==> src/rtl/vga_pkg.sv <==
// vga_pkg: shared types and constants for the VGA framebuffer arbiter slice.
package vga_pkg;

  localparam int DEF_ADDR_W = 16;
  localparam int DEF_DATA_W = 16;

  // 640x480 @ 60 Hz raster geometry on the 25.175 MHz pixel clock
  localparam int H_TOTAL  = 800;
  localparam int H_ACTIVE = 640;
  localparam int V_TOTAL  = 525;
  localparam int V_ACTIVE = 480;

  typedef enum logic [1:0] {
    CPU_IDLE    = 2'd0,
    CPU_RD_WAIT = 2'd1,
    CPU_RD_CAP  = 2'd2,
    CPU_ACK     = 2'd3
  } cpu_state_e;

endpackage

==> src/rtl/vga_fb_wbuf.sv <==
// vga_fb_wbuf: single-entry posted-write buffer with address-match compare.
// Only built when VGA_FB_ARB_WPOST_EN is defined.
`ifdef VGA_FB_ARB_WPOST_EN
module vga_fb_wbuf
  import vga_pkg::*;
#(
  parameter int ADDR_W = DEF_ADDR_W,
  parameter int DATA_W = DEF_DATA_W
) (
  input  logic              i_clk,
  input  logic              i_rstN,
  input  logic              i_load,
  input  logic              i_drain,
  input  logic [ADDR_W-1:0] i_addr,
  input  logic [DATA_W-1:0] i_data,
  output logic              o_valid,
  output logic [ADDR_W-1:0] o_addr,
  output logic [DATA_W-1:0] o_data,
  output logic              o_hit
);

  logic              r_valid;
  logic [ADDR_W-1:0] r_addr;
  logic [DATA_W-1:0] r_data;

  // Load and drain never coincide: the arbiter only loads into an empty entry.
  always_ff @(posedge i_clk or negedge i_rstN) begin
    if (!i_rstN) begin
      r_valid <= 1'b0;
      r_addr  <= '0;
      r_data  <= '0;
    end else if (i_load) begin
      r_valid <= 1'b1;
      r_addr  <= i_addr;
      r_data  <= i_data;
    end else if (i_drain) begin
      r_valid <= 1'b0;
    end
  end

  assign o_valid = r_valid;
  assign o_addr  = r_addr;
  assign o_data  = r_data;
  assign o_hit   = r_valid && (r_addr == i_addr);

endmodule
`endif

==> src/rtl/vga_fb_arbiter.sv <==
// vga_fb_arbiter: shares one single-port framebuffer RAM between VGA scan-out and CPU.
// Define VGA_FB_ARB_WPOST_EN to add a single-entry posted-write buffer.
module vga_fb_arbiter
  import vga_pkg::*;
#(
  parameter int ADDR_W = DEF_ADDR_W,
  parameter int DATA_W = DEF_DATA_W
) (
  input  logic              clk25175KHz,
  input  logic              reset_n,
  input  logic              disp_req,
  input  logic [ADDR_W-1:0] disp_addr,
  output logic              disp_valid,
  output logic [DATA_W-1:0] disp_data,
  input  logic              cpu_req,
  input  logic              cpu_we,
  input  logic [ADDR_W-1:0] cpu_addr,
  input  logic [DATA_W-1:0] cpu_wdata,
  output logic              cpu_ack,
  output logic [DATA_W-1:0] cpu_rdata,
  output logic              mem_en,
  output logic              mem_we,
  output logic [ADDR_W-1:0] mem_addr,
  output logic [DATA_W-1:0] mem_wdata,
  input  logic [DATA_W-1:0] mem_rdata
);

  cpu_state_e        r_state, w_nextState;
  logic              r_memEn, r_memWe;
  logic [ADDR_W-1:0] r_memAddr;
  logic [DATA_W-1:0] r_memWdata, r_cpuRdata;
  logic              r_dispTag1, r_dispTag2;
  logic              w_idleReq, w_cpuIssue, w_bufLoad, w_bufHitRead, w_drain;
  logic              w_bufValid, w_bufHit;
  logic [ADDR_W-1:0] w_bufAddr;
  logic [DATA_W-1:0] w_bufData;

`ifdef VGA_FB_ARB_WPOST_EN
  localparam bit WPOST = 1'b1;

  vga_fb_wbuf #(.ADDR_W(ADDR_W), .DATA_W(DATA_W)) u_wbuf (
    .i_clk   (clk25175KHz),
    .i_rstN  (reset_n),
    .i_load  (w_bufLoad),
    .i_drain (w_drain),
    .i_addr  (cpu_addr),
    .i_data  (cpu_wdata),
    .o_valid (w_bufValid),
    .o_addr  (w_bufAddr),
    .o_data  (w_bufData),
    .o_hit   (w_bufHit)
  );
`else
  localparam bit WPOST = 1'b0;

  assign w_bufValid = 1'b0;
  assign w_bufHit   = 1'b0;
  assign w_bufAddr  = '0;
  assign w_bufData  = '0;
`endif

  always_ff @(posedge clk25175KHz or negedge reset_n) begin
    if (!reset_n) r_state <= CPU_IDLE;
    else          r_state <= w_nextState;
  end

  always_comb begin
    w_nextState = r_state;
    case (r_state)
      CPU_IDLE: begin
        if (w_cpuIssue)                      w_nextState = cpu_we ? CPU_ACK : CPU_RD_WAIT;
        else if (w_bufLoad || w_bufHitRead)  w_nextState = CPU_ACK;
      end
      CPU_RD_WAIT: w_nextState = CPU_RD_CAP;
      CPU_RD_CAP:  w_nextState = CPU_ACK;
      CPU_ACK:     w_nextState = CPU_IDLE;
      default:     w_nextState = CPU_IDLE;
    endcase
  end

  // A pending buffered write blocks any RAM access by the CPU until it drains.
  always_comb begin
    w_idleReq    = (r_state == CPU_IDLE) && cpu_req;
    w_drain      = w_bufValid && !disp_req;
    w_bufHitRead = w_idleReq && !cpu_we && w_bufHit;
    w_cpuIssue   = w_idleReq && !w_bufValid && !disp_req;
    w_bufLoad    = WPOST && w_idleReq && cpu_we && !w_bufValid && disp_req;
    cpu_ack      = (r_state == CPU_ACK);
  end

  // One owner per memory cycle: display first, then buffer drain, then a CPU access.
  always_ff @(posedge clk25175KHz or negedge reset_n) begin
    if (!reset_n) begin
      r_memEn    <= 1'b0;
      r_memWe    <= 1'b0;
      r_memAddr  <= '0;
      r_memWdata <= '0;
      r_dispTag1 <= 1'b0;
      r_dispTag2 <= 1'b0;
      r_cpuRdata <= '0;
    end else begin
      r_dispTag1 <= disp_req;
      r_dispTag2 <= r_dispTag1;
      r_memEn    <= 1'b0;
      r_memWe    <= 1'b0;
      r_memAddr  <= '0;
      r_memWdata <= '0;
      if (disp_req) begin
        r_memEn   <= 1'b1;
        r_memAddr <= disp_addr;
      end else if (w_drain) begin
        r_memEn    <= 1'b1;
        r_memWe    <= 1'b1;
        r_memAddr  <= w_bufAddr;
        r_memWdata <= w_bufData;
      end else if (w_cpuIssue) begin
        r_memEn    <= 1'b1;
        r_memWe    <= cpu_we;
        r_memAddr  <= cpu_addr;
        r_memWdata <= cpu_we ? cpu_wdata : '0;
      end
      if (r_state == CPU_RD_CAP)  r_cpuRdata <= mem_rdata;
      else if (w_bufHitRead)      r_cpuRdata <= w_bufData;
    end
  end

  // Display data is steered straight from the RAM port in the cycle its tag arrives.
  assign disp_valid = r_dispTag2;
  assign disp_data  = r_dispTag2 ? mem_rdata : '0;
  assign cpu_rdata  = r_cpuRdata;
  assign mem_en     = r_memEn;
  assign mem_we     = r_memWe;
  assign mem_addr   = r_memAddr;
  assign mem_wdata  = r_memWdata;

endmodule

==> config.mk <==
export PLATFORM = sky130hd
export DESIGN_NAME = vga_fb_arbiter
export DESIGN_NICKNAME = d
export VERILOG_FILES = /design/src/rtl/vga_pkg.sv /design/src/rtl/vga_fb_wbuf.sv /design/src/rtl/vga_fb_arbiter.sv
export SDC_FILE = /design/constraint.sdc
export NUM_CORES = 1
export LEC_CHECK = 0
export CELL_PAD_IN_SITES_DETAIL_PLACEMENT = 1
export CELL_PAD_IN_SITES_GLOBAL_PLACEMENT = 1
export CORE_ASPECT_RATIO = 0.6
export CORE_MARGIN = 3
export CORE_UTILIZATION = 26
export DETAILED_ROUTE_END_ITERATION = 8
export PLACE_DENSITY_LB_ADDON = 0.1
export SLEW_MARGIN = 20
export SYNTH_ARGS = -nofsm -noshare
export SYNTH_HDL_FRONTEND = slang
export SYNTH_SLANG_ARGS = --single-unit
==> constraint.sdc <==
create_clock -name clk25175KHz -period 1.5 [get_ports clk25175KHz]
set_input_delay 0.375 -clock clk25175KHz [delete_from_list [all_inputs] [get_ports clk25175KHz]]
set_output_delay 0.375 -clock clk25175KHz [all_outputs]
set_load 0.01 [all_outputs]
==> summary.md <==
| Metric | Value |
|---|---|
| Outcome | finished with violations |
| Failing checks | negative setup slack |
| Final instance area | 3790 µm² |
| Place WS | -0.413 ns |
| Largest net degree at the start of global routing | 26 |
| CTS tree | built |
| Die Wd | 121 µm |
| Total GRT Usage | 14.2% |
| Antenna viol nets, final | 0 |
| Crit path DAT | 1.17 ns |
| Antenna cells | 0 |
| CORE AREA | 7480 µm² |
| Area after DPL | 3630 µm² |
| XOR/XNOR Fraction of Synth Area | 0% |
| Type of origin of the critical path | flop |
| Die H | 74.9 µm |
| CTS Buf Count | 5 |
| Clock Pin Slew Worst Setup and Hold Paths | 0.06 ns |
| RSZ-0062 raised after global routing | true |
| Via density | 4.27 |
| Max Clk Rate | 649 MHz |
| Worst Path Max Fanout | 8 |
| Total number of vias | 1700 |
| P&R area growth vs syn | 84.3% |
| Layout Utilization | 50.7% |
| Pwr Density | 1280 nW/µm² |
| Dpl hpwl | 4.66 mm |
| Ys Warns | 0 |
| Clock Tree Buf Depth | 2 |
| Final GP Congestion | 0.655 |
| Max-Cap Viols | 0 |
| Drt first pass iters | 4 |
| Worst vdd ir | 0.000554 V |
| Ports | 137 |
| Seq/Total Area, Yosys | 65.7% |
| Layout cells sized above 1 | 24.8% |
| Placed cell count | 387 |
| CTS root buf | clkbuf_16 |
| Post-synthesis mux area share | 10.2% |
| Syn_area_per_cell | 14.4 µm² |
| Leakage | 1.92 nW |
| Max_slew headroom | 71.2% |
| Die Area | 9060 µm² |
| DRC | 0 |
| # H-tree levels | 2 |
| Largest family of logic cells by synthesized area | simple AND/OR/NAND/NOR gates |
| WL final | 6.41 mm |
| Synthesized netlist cell count | 143 |
| PortBufs | 136 |
| Area taken by flip-flops and latches | 1350 µm² |
| Crit share post-route | 103% |
| Worst-Skew Late Latency | 0.29 ns |
| Layout Nets | 367 |
| Clock sinks | 54 |
| Compound-Gate Fraction of Synth Area | 7.05% |
| Initial core utilization | 27.5% |
| Post-Syn Area | 2060 µm² |
| Tightest Hold Check Type | in2async |
| Crit Path Class | reg2out |
| Post-synth net total | 216 |
| Final setup vio count | 16 |
| # rows | 24 |
| Drt wl/cell | 16.1 µm |
| Final Skew | 0.00446 ns |
| Iter 0 DRT Violations | 40 |
| Final min period | 1.54 ns |
| Antenna violations before repair | 0 |
| Post-synth cell types | 17 |
| Area occupied by multi-input gates | 678 µm² |
| Post-Synth Adder-Cell Area | 2.43% |
| Filler instances | 798 |
| CP endpoint kind | output pin |
| Post-Synth Simple-Gate Area | 11.2% |
| GRT overflow | 0 |
| Slew at the pin closest to its max-slew limit | 0.431 ns |
| Fin. Hold Viols | 0 |
| Hold_ws | 0.0158 ns |
| Hold_buf cts | 0 |
| First-pass GRT wire length | 9.72 mm |
| Data required, critical path | 1.12 ns |
| Synthesized flop and latch total | 54 |
| Setup_tns | -0.293 ns |
| Vias in the first global route | 1754 |
| Slew Viols, Final | 0 |
| Total power | 4.85 mW |
| Final Non-Filler Cells | 398 |
| Setup ws final | -0.0414 ns |
-- cells by family (layout without fill, tap and decap cells) --
logic type,after synthesis,after routing
DFF,54,54
and+or+nand+nor,37,38
muxes,19,19
AOI/OAI and AO/OA,17,17
buffers and inverters,12,162
adders and majority gates,4,4
-- timing repair --
| action | 4_1_cts | 5_1_grt |
|---|---|---|
| pin swaps | 0 | 2 |
| hold endpoints to repair | 0 | 0 |
| endpoints found under the setup margin | 101 | 50 |
| gates cloned | 2 | 0 |
| gates resized for setup | 130 | 19 |
| buffers inserted | 0 | 2 |
-- flip-flops by register name, summed over array words and instances, names as in the netlist --
name	cells
mem_we	1
mem_en	1
cpu_rdata	16
disp_valid	1
mem_wdata	16
r_dispTag1	1
r_state	2
mem_addr	16
-- final timing paths --
path                       cells after the start  startpoint             to  slack, ns
setup / recovery                               3  disp_valid  disp_data[11]      -0.04
hold / removal                                 1     reset_n  mem_wdata[11]       0.02
setup reg to reg                               5  r_state[0]  cpu_rdata[15]       0.09
hold reg to reg                                0  r_dispTag1     disp_valid       0.36
max in group asynchronous                      2     reset_n   mem_addr[10]       1.00
min in group clk25175KHz                       0  r_dispTag1     disp_valid       0.36
-- critical path: stages, from the launching register on --
cell and delay, ns:
dfrtp_2 0.44, clkbuf_16 0.17, and2_1 0.13, buf_2 0.13
-- per-layer routing --
layer  global-route usage [%]  part of all wire (%)  vias up
met2                     21.0                    43       78
li1                         -                     -      799
met1                     19.3                    47      818
met3                     5.86                   9.1        5
met4                     4.15                  0.86        0
met5                        0                     0        -
-- synthesized netlist by cell type (all sizes together) --
master,n,share of area [%]
ha,4,2.4
o21ai,1,0.24
clkbuf,2,0.36
buf,7,2.5
a22o,16,6.8
inv,3,0.55
mux2,16,8.8
and3,16,4.9
and2,17,5.2
nand2,1,0.18
dfrtp,54,66
mux2i,3,1.5
nand2b,1,0.30
nor2,2,0.73
-- where the power goes --
group | switching (mW) | total [mW] | leakage (nW) | internal (mW)
clock | 0.497 | 1.10 | 0.0694 | 0.604
sequential | 0.138 | 1.92 | 0.684 | 1.79
combinational | 0.762 | 1.83 | 1.16 | 1.07
total | 1.40 | 4.85 | 1.92 | 3.46
-- area by class of cell --
type | count | share of cell area (%)
multi-input combinational | 78 | 17.9
clock inverter | 2 | 0.264
timing repair buffer | 152 | 39.2
sequential | 54 | 35.7
inverter | 3 | 0.297
tap | 104 | 3.43
clock buffer | 5 | 3.30
-- layout by cell type, fill, tap and decap left out, drive strengths merged --
cell type,Yosys,final
nand2b,1,1
nor2,2,3
clkbuf,2,6
clkdlybuf4s50,0,67
dlygate4sd2,0,50
and3,16,16
mux2,16,16
a22o,16,16
mux2i,3,3
buf,7,34
inv,3,3
ha,4,4
clkinv,0,2
dfrtp,54,54
nand2,1,1
and2,17,17
o21ai,1,1
Note: power is estimated with default switching activity, not from simulation.
